**src/rtl/recolector_salida.sv**
```systemverilog
// Round-robin drain of four output FIFOs onto one valid/ready stream, with
// per-FIFO saturating delivered-word counters readable through req/idx.

module recolector_salida_cnt #(
  parameter int CNT_SIZE = 5
) (
  input  logic                clk,
  input  logic                reset_L,
  input  logic                inc,
  output logic [CNT_SIZE-1:0] cnt
);
  // Saturates at all-ones; further increments are dropped.
  always_ff @(posedge clk or negedge reset_L) begin
    if (!reset_L)                 cnt <= '0;
    else if (inc && (cnt != '1))  cnt <= cnt + 1'b1;
  end
endmodule

module recolector_salida #(
  parameter int WORD_SIZE = 10,
  parameter int NUM_OUT   = 4,
  parameter int CNT_SIZE  = 5
) (
  input  logic                 clk,
  input  logic                 reset_L,
  input  logic                 enable,
  input  logic [3:0]           empty_out,
  input  logic [WORD_SIZE-1:0] data_out0,
  input  logic [WORD_SIZE-1:0] data_out1,
  input  logic [WORD_SIZE-1:0] data_out2,
  input  logic [WORD_SIZE-1:0] data_out3,
  output logic                 pop_FIFO_out0,
  output logic                 pop_FIFO_out1,
  output logic                 pop_FIFO_out2,
  output logic                 pop_FIFO_out3,
  output logic [WORD_SIZE-1:0] data_o,
  output logic [1:0]           src_o,
  output logic                 valid_o,
  input  logic                 ready_i,
  input  logic                 req,
  input  logic [1:0]           idx,
  output logic [CNT_SIZE-1:0]  data,
  output logic                 valid
);
  typedef enum logic [1:0] {IDLE, POP, CAPTURE, HOLD} state_t;

  state_t                                state;
  logic [1:0]                            rr_ptr, sel, nxt_sel, cand;
  logic                                  found, start, hs;
  logic [NUM_OUT-1:0]                    pop_vec, inc;
  logic [NUM_OUT-1:0][WORD_SIZE-1:0]     fifo_data;
  logic [NUM_OUT-1:0][CNT_SIZE-1:0]      cnt;

  assign fifo_data = {data_out3, data_out2, data_out1, data_out0};

  // First non-empty FIFO scanning upward from rr_ptr, wrapping mod 4.
  always_comb begin
    nxt_sel = rr_ptr;
    found   = 1'b0;
    cand    = rr_ptr;
    for (int k = 0; k < NUM_OUT; k++) begin
      cand = rr_ptr + 2'(k);
      if (!found && !empty_out[cand]) begin
        nxt_sel = cand;
        found   = 1'b1;
      end
    end
  end

  assign start   = (state == IDLE) && enable && found;
  assign pop_vec = start ? (NUM_OUT'(1) << nxt_sel) : '0;
  assign hs      = (state == HOLD) && valid_o && ready_i;

  assign pop_FIFO_out0 = pop_vec[0];
  assign pop_FIFO_out1 = pop_vec[1];
  assign pop_FIFO_out2 = pop_vec[2];
  assign pop_FIFO_out3 = pop_vec[3];

  always_ff @(posedge clk or negedge reset_L) begin
    if (!reset_L) begin
      state   <= IDLE;
      rr_ptr  <= '0;
      sel     <= '0;
      data_o  <= '0;
      src_o   <= '0;
      valid_o <= 1'b0;
    end else begin
      case (state)
        IDLE: if (start) begin
          sel   <= nxt_sel;
          state <= POP;
        end
        POP: state <= CAPTURE;   // FIFO read register loads this cycle
        CAPTURE: begin
          data_o  <= fifo_data[sel];
          src_o   <= sel;
          valid_o <= 1'b1;
          state   <= HOLD;
        end
        HOLD: if (hs) begin
          valid_o <= 1'b0;
          rr_ptr  <= sel + 2'd1;
          state   <= IDLE;
        end
        default: state <= IDLE;
      endcase
    end
  end

  for (genvar n = 0; n < NUM_OUT; n++) begin : g_cnt
    assign inc[n] = hs && (sel == 2'(n));
    recolector_salida_cnt #(.CNT_SIZE(CNT_SIZE)) u_cnt (
      .clk     (clk),
      .reset_L (reset_L),
      .inc     (inc[n]),
      .cnt     (cnt[n])
    );
  end

  // Read samples the pre-edge counter, so a same-edge increment is not seen.
  always_ff @(posedge clk or negedge reset_L) begin
    if (!reset_L) begin
      data  <= '0;
      valid <= 1'b0;
    end else begin
      valid <= req;
      if (req) data <= cnt[idx];
    end
  end
endmodule

```
**config.mk**
```make
export PLATFORM = sky130hd
export DESIGN_NAME = recolector_salida
export DESIGN_NICKNAME = d
export VERILOG_FILES = /design/src/rtl/recolector_salida.sv
export SDC_FILE = /design/constraint.sdc
export NUM_CORES = 1
export LEC_CHECK = 0
export ABC_AREA = 1
export CAP_MARGIN = 30
export CORE_ASPECT_RATIO = 1.1
export CORE_MARGIN = 4
export CORE_UTILIZATION = 35
export DETAILED_ROUTE_END_ITERATION = 6
export SYNTH_ARGS = -nofsm -noshare
export SYNTH_HDL_FRONTEND = slang
export SYNTH_SLANG_ARGS = --single-unit
```
**constraint.sdc**
```tcl
create_clock -name clk -period 1.67 [get_ports clk]
set_input_delay 0.2505 -clock clk [delete_from_list [all_inputs] [get_ports clk]]
set_output_delay 0.2505 -clock clk [all_outputs]
set_load 0.005 [all_outputs]
```
==> metrics.md <==
| Metric | Value |
|---|---|
| Total Die Area | 9680 um2 |
| Syn_nets | 432 |
| DRT Pass-1 Iters | 4 |
| Final setup vio count | 6 |
| Post-Syn Area | 2860 um2 |
| Post-place instance area | 3940 um2 |
| HPWL after detailed placement | 5360 um |
| Worst Path Arrival | 1.97 ns |
| PD cells | 1680 nW/um2 |
| Largest area contributor in the netlist | dfrtp_1 |
| Worst Path Required | 1.42 ns |
| Yosys reg bits | 45 |
| Layout area overhead | 52.1% |
| Main combinational cell family by area after synthesis | simple AND/OR/NAND/NOR gates |
| Most frequent cells in the layout | clkdlybuf4s50_1 (68), nor2_1 (66), nand2_1 (48) |
| Number of global-route vias before repair | 2729 |
| Failing checks | setup timing |
| Static Leakage | 2.02 nW |
| First-pass GRT wire length | 12300 um |
| CTS H-tree lvls | 2 |
| Root buf cell | clkbuf_8 |
| Setup CP Type | reg2out |
| Simple logic cell fraction of the synthesized area | 0.302 |
| Area of the core | 7960 um2 |
| Final instance area | 4350 um2 |
| Least-Margin Pin Slew | 0.563 ns |
| Max-slew violations | 0 |
| Clock sinks | 45 |
| Hold slack | 0.0206 ns |
| Port-buffer cells | 73 |
| Hold WC Path Type | in2async |
| Clock-pin slew on the worst setup and hold paths | 0.09 ns |
| ANT nets after route | 0 |
| Cts hold-fix bufs | 0 |
| Largest net degree at the start of global routing | 46 |
| Final Power | 7.29 mW |
| Nets | 550 |
| Endpoints failing hold | 0 |
| I/O pin count | 74 |
| Clock skew | 0.00778 ns |
| Routed WL | 7590 um |
| Synth cell types | 29 |
| Non-filler cells, final | 592 |
| Worst setup margin | -0.552 ns |
| Top post-synthesis cells by area | dfrtp_1 (39%), nor2_1 (9.3%), nand2_1 (8.7%) |
| FMAX | 0.450 GHz |
| Crit end category | output port |
| WL per Instance | 12.8 um |
| Clock buffer depth | 2 |
| Total congestion overflow | 0 |
| Antenna violations before repair | 0 |
| Die Height | 103 um |
| GRT Total Usage | 0.158 |
| Die Width | 94.2 um |
| Worst-Skew Late Latency | 0.30 ns |
| DR iter-0 viols | 74 |
| Post-synthesis mux area share | 0.0158 |
| RSZ-0062 raised after global routing | true |
| CP max FO | 6 |
| Synthesized-area fraction occupied by adder cells | 0.0700 |
| Dpl cells | 569 |
| Syn. warnings | 0 |
| Vias | 2803 |
| N_diodes | 0 |
| Post-Synth XOR/XNOR Area | 0.0368 |
| Vias per cell | 4.73 |
| Cells after synthesis | 365 |
| CTS Buf Count | 5 |
| Complex-gate fraction of the synthesized area | 0.116 |
| Fraction of layout cells with a size suffix above 1 | 0.283 |
| Layout fillers | 750 |
| Slew headroom | 0.624 |
| Period utilization | 1.33 |
| Most common cell after layout, fill and taps aside | clkdlybuf4s50_1 |
| Residual DRC count | 0 |
| Register area share after synthesis | 0.394 |
| Outcome | finished with violations |
| Initial Utilization | 0.359 |
| Max Cap Viol | 0 |
| Mean area per synthesized cell | 7.83 um2 |
| Maximum VDD drop | 1.20 mV |
| Gpl congestion | 0.806 |
| # rows | 34 |
| Nature of the critical path startpoint | flop |
| Final Critical Period | 2.22 ns |
| Synth top area share | 0.394 |
| CTS tree | built |
## area by class of cell
class	count	area, um2	area share
Tap cell	108	135	0.0311
Sequential cell	45	1130	0.259
Multi-Input combinational cell	277	1730	0.398
Clock buffer	5	68.8	0.0158
Inverter	28	114	0.0262
Timing Repair inverter	1	7.51	0.00173
Timing Repair Buffer	125	1150	0.264
Clock inverter	3	17.5	0.00403
## synth_stat cells
cell       instances
nand2_1           66
nand4_2            1
nor2_4             1
o21ai_1            1
nand2_4            4
clkbuf_1          10
clkinv_2           1
dfrtp_1           45
o211ai_1           3
nand3_4            1
buf_1              2
nand4_1            5
xor2_1            10
xnor2_1            2
inv_2              2
ha_1              16
nand3_1           14
nor2_1            71
mux2_2             4
o2bb2ai_1          1
nand2_2           15
nand3_2            6
inv_6              1
o21ai_0           35
a31oi_1           15
buf_6              3
a21oi_1            5
or2_2              1
inv_1             24
## per-stage QoR
step | setup WS, ns | utilization | setup TNS [ns]
CTS | -0.483 | 0.527 | -2.37
floorplan | 0.0480 | - | 0
global route | -0.632 | 0.547 | -3.30
finish | -0.552 | 0.547 | -2.66
detailed placement | -0.779 | 0.495 | -3.75
global placement | -0.746 | 0.495 | -3.43
## final timing paths
path	from	end	slack (ns)	depth (start not counted)
min in group clk	g_cnt[2].u_cnt.cnt[3]	g_cnt[2].u_cnt.cnt[3]	0.51	1
max in group asynchronous	reset_L	rr_ptr[0]	1.24	2
worst min register to register	g_cnt[2].u_cnt.cnt[3]	g_cnt[2].u_cnt.cnt[3]	0.51	1
worst max register to register	rr_ptr[0]	sel[1]	-0.51	16
worst min-delay path	reset_L	g_cnt[0].u_cnt.cnt[2]	0.02	2
worst max-delay path	rr_ptr[0]	pop_FIFO_out0	-0.55	12
## power by group
group	total, mW	switching, mW	internal [mW]
logic	4.77	2.46	2.31
registers	1.85	0.330	1.52
clock network	0.666	0.377	0.289
total	7.29	3.17	4.12
## state kept, by name (all words and copies together) (netlist names)
register         cells
sel                  2
valid_o              1
state                2
g_cnt.u_cnt.cnt     20
valid                1
data_o              10
src_o                2
data                 5
rr_ptr               2
## critical path, stage by stage (launching register included)
cell	delay, ns
dfrtp_2	0.47
buf_6	0.16
buf_6	0.12
nand2_1	0.06
nand3_1	0.10
nand2_2	0.10
nand3_4	0.07
buf_6	0.13
nand3_1	0.09
nand3_1	0.09
nand2_2	0.10
nor2_2	0.05
buf_2	0.13
## kinds of logic after synthesis
kind of cell,count (synthesis)
simple gates,185
compound gates,60
flops,45
buf+inv,43
fa+ha+maj,16
xor+xnor,12
mux,4
## metal layers
layer / GRT usage / vias up / share of wire
met5: 0 / - / 0
li1: - / 1424 / -
met3: 0.0489 / 18 / 0.061
met4: 0.0489 / 0 / 0.021
met2: 0.270 / 83 / 0.49
met1: 0.192 / 1278 / 0.42
## what timing repair did
action | in CTS | in global routing
pin swaps | 19 | 21
setup buffers | 11 | 2
setup endpoints to repair | 5 | 23
cloned | 2 | 0
resized for setup | 41 | 34
(Power assumes the default switching activity.)
==> patch: new RTL, same settings <==
`CNT_SIZE` is set to 5 in 2 places; all go to 4.
--- a/src/rtl/recolector_salida.sv
+++ b/src/rtl/recolector_salida.sv
@@ -2,7 +2,7 @@
 // per-FIFO saturating delivered-word counters readable through req/idx.
 
 module recolector_salida_cnt #(
-  parameter int CNT_SIZE = 5
+  parameter int CNT_SIZE = 4
 ) (
   input  logic                clk,
   input  logic                reset_L,
@@ -19,7 +19,7 @@
 module recolector_salida #(
   parameter int WORD_SIZE = 10,
   parameter int NUM_OUT   = 4,
-  parameter int CNT_SIZE  = 5
+  parameter int CNT_SIZE  = 4
 ) (
   input  logic                 clk,
   input  logic                 reset_L,
Ports: changed (resized data); port bits go from 74 to 73. No check against the original RTL was run, so the function may have changed too.
==> patch against the unedited design <==
- the run still ends with negative setup slack left
- core utilization up 1.2 points
- sequential cell count decreased by 5
- non-clock buffer count shrank 16
- setup slack gained 0.082 ns
- first-iteration DRC count up 45%
- final area is 9.0% lower
- synthesized area shrank 9.5%
- wire length down 9.6%
- total power is 10% lower
- critical path type unchanged
- critical endpoint is now pop_FIFO_out2
- highest routed layer unchanged
==> patch: results (changes against the unedited design) <==
status - finished, violations left (unchanged)
failing checks - negative setup slack (unchanged)
r2r setup slk - -0.05 ns (was -0.51 ns)
Final GP Congestion - 0.831 (was 0.806)
CP Capture Point - pop_FIFO_out2 (was pop_FIFO_out0)
actual slew at the worst max-slew pin - 0.628 ns (was 0.563 ns)
CP arrival - 1.89 ns (was 1.97 ns)
Setup TNS - -1.93 ns (was -2.66 ns)
GR met3 Demand/Resource - 5.62% (was 4.89%)
register area share after synthesis - 38.7% (was 39.4%)
R2R cell count - 13 (was 16)
Largest stage delay, worst path - 0.45 ns (was 0.47 ns)
ranking of synthesized cells by area - dfrtp_1 39%, nor2_1 9.9%, nand2_1 7.5% (was dfrtp_1 39%, nor2_1 9.3%, nand2_1 8.7%)
layout cells sized above 1 - 26.1% (was 28.3%)
wire length on met3 - 550 um (was 464 um)
Hold Crit Class - register to register (was input port to asynchronous set/reset pin)
Setup Slack @ Placement - -0.752 ns (was -0.779 ns)
setup ws final - -0.470 ns (was -0.552 ns)
leakage - 0.00182 uW (was 0.00202 uW)
Mean Syn Cell Area - 7.70 um2 (was 7.83 um2)
fraction of area in registers - 25.3% (was 25.9%)
endpoints failing setup - 7 (was 6)
WHS - 0.476 ns (was 0.0206 ns)
bufs w/o clock - 109 (was 125)
IR drop worst, VDD - 0.788 mV (was 1.20 mV)
non-clock buffer area fraction after layout - 25.3% (was 26.4%)
vias per std cell - 4.93 (was 4.73)
met1 wire length - 2.84 mm (was 3.22 mm)
cts hold-fix bufs - 1 (was 0)
top cells by count, synth - 68 x nor2_1, 52 x nand2_1, 40 x dfrtp_1, 32 x o21ai_0, 24 x inv_1 (was 71 x nor2_1, 66 x nand2_1, 45 x dfrtp_1, 35 x o21ai_0, 24 x inv_1)
worst-path fanout max - 5 (was 6)
area delta synth->final - 53.0% (was 52.1%)
-- patch: changes by cell type in the layout (fill, tap and decap cells not counted), sizes merged, moves of 3 or more --
cell	delta
dfrtp	-5
buf	-16
nor2	-3
nand3	+8
clkinv	-3
nand2	-15
ha	-4
o21ai	-3
-- patch: cell families after synthesis --
kind of cell / count (synthesis) / synth area share, %
AND/OR/NAND/NOR: 173 / 31.2
AO/OA/AOI/OAI: 56 / 12.7
buffers and inverters: 41 / 6.63
flip-flops: 40 / 38.7
XOR/XNOR: 12 / 4.06
adder cells (fa/ha/maj): 12 / 5.81
multiplexers: 2 / 0.871
-- patch: power by group --
group	switching [uW]	internal (uW)	leakage, uW
Clock	373	451	0.0000548
Combinational	2180	1880	0.00128
Sequential	308	1340	0.000484
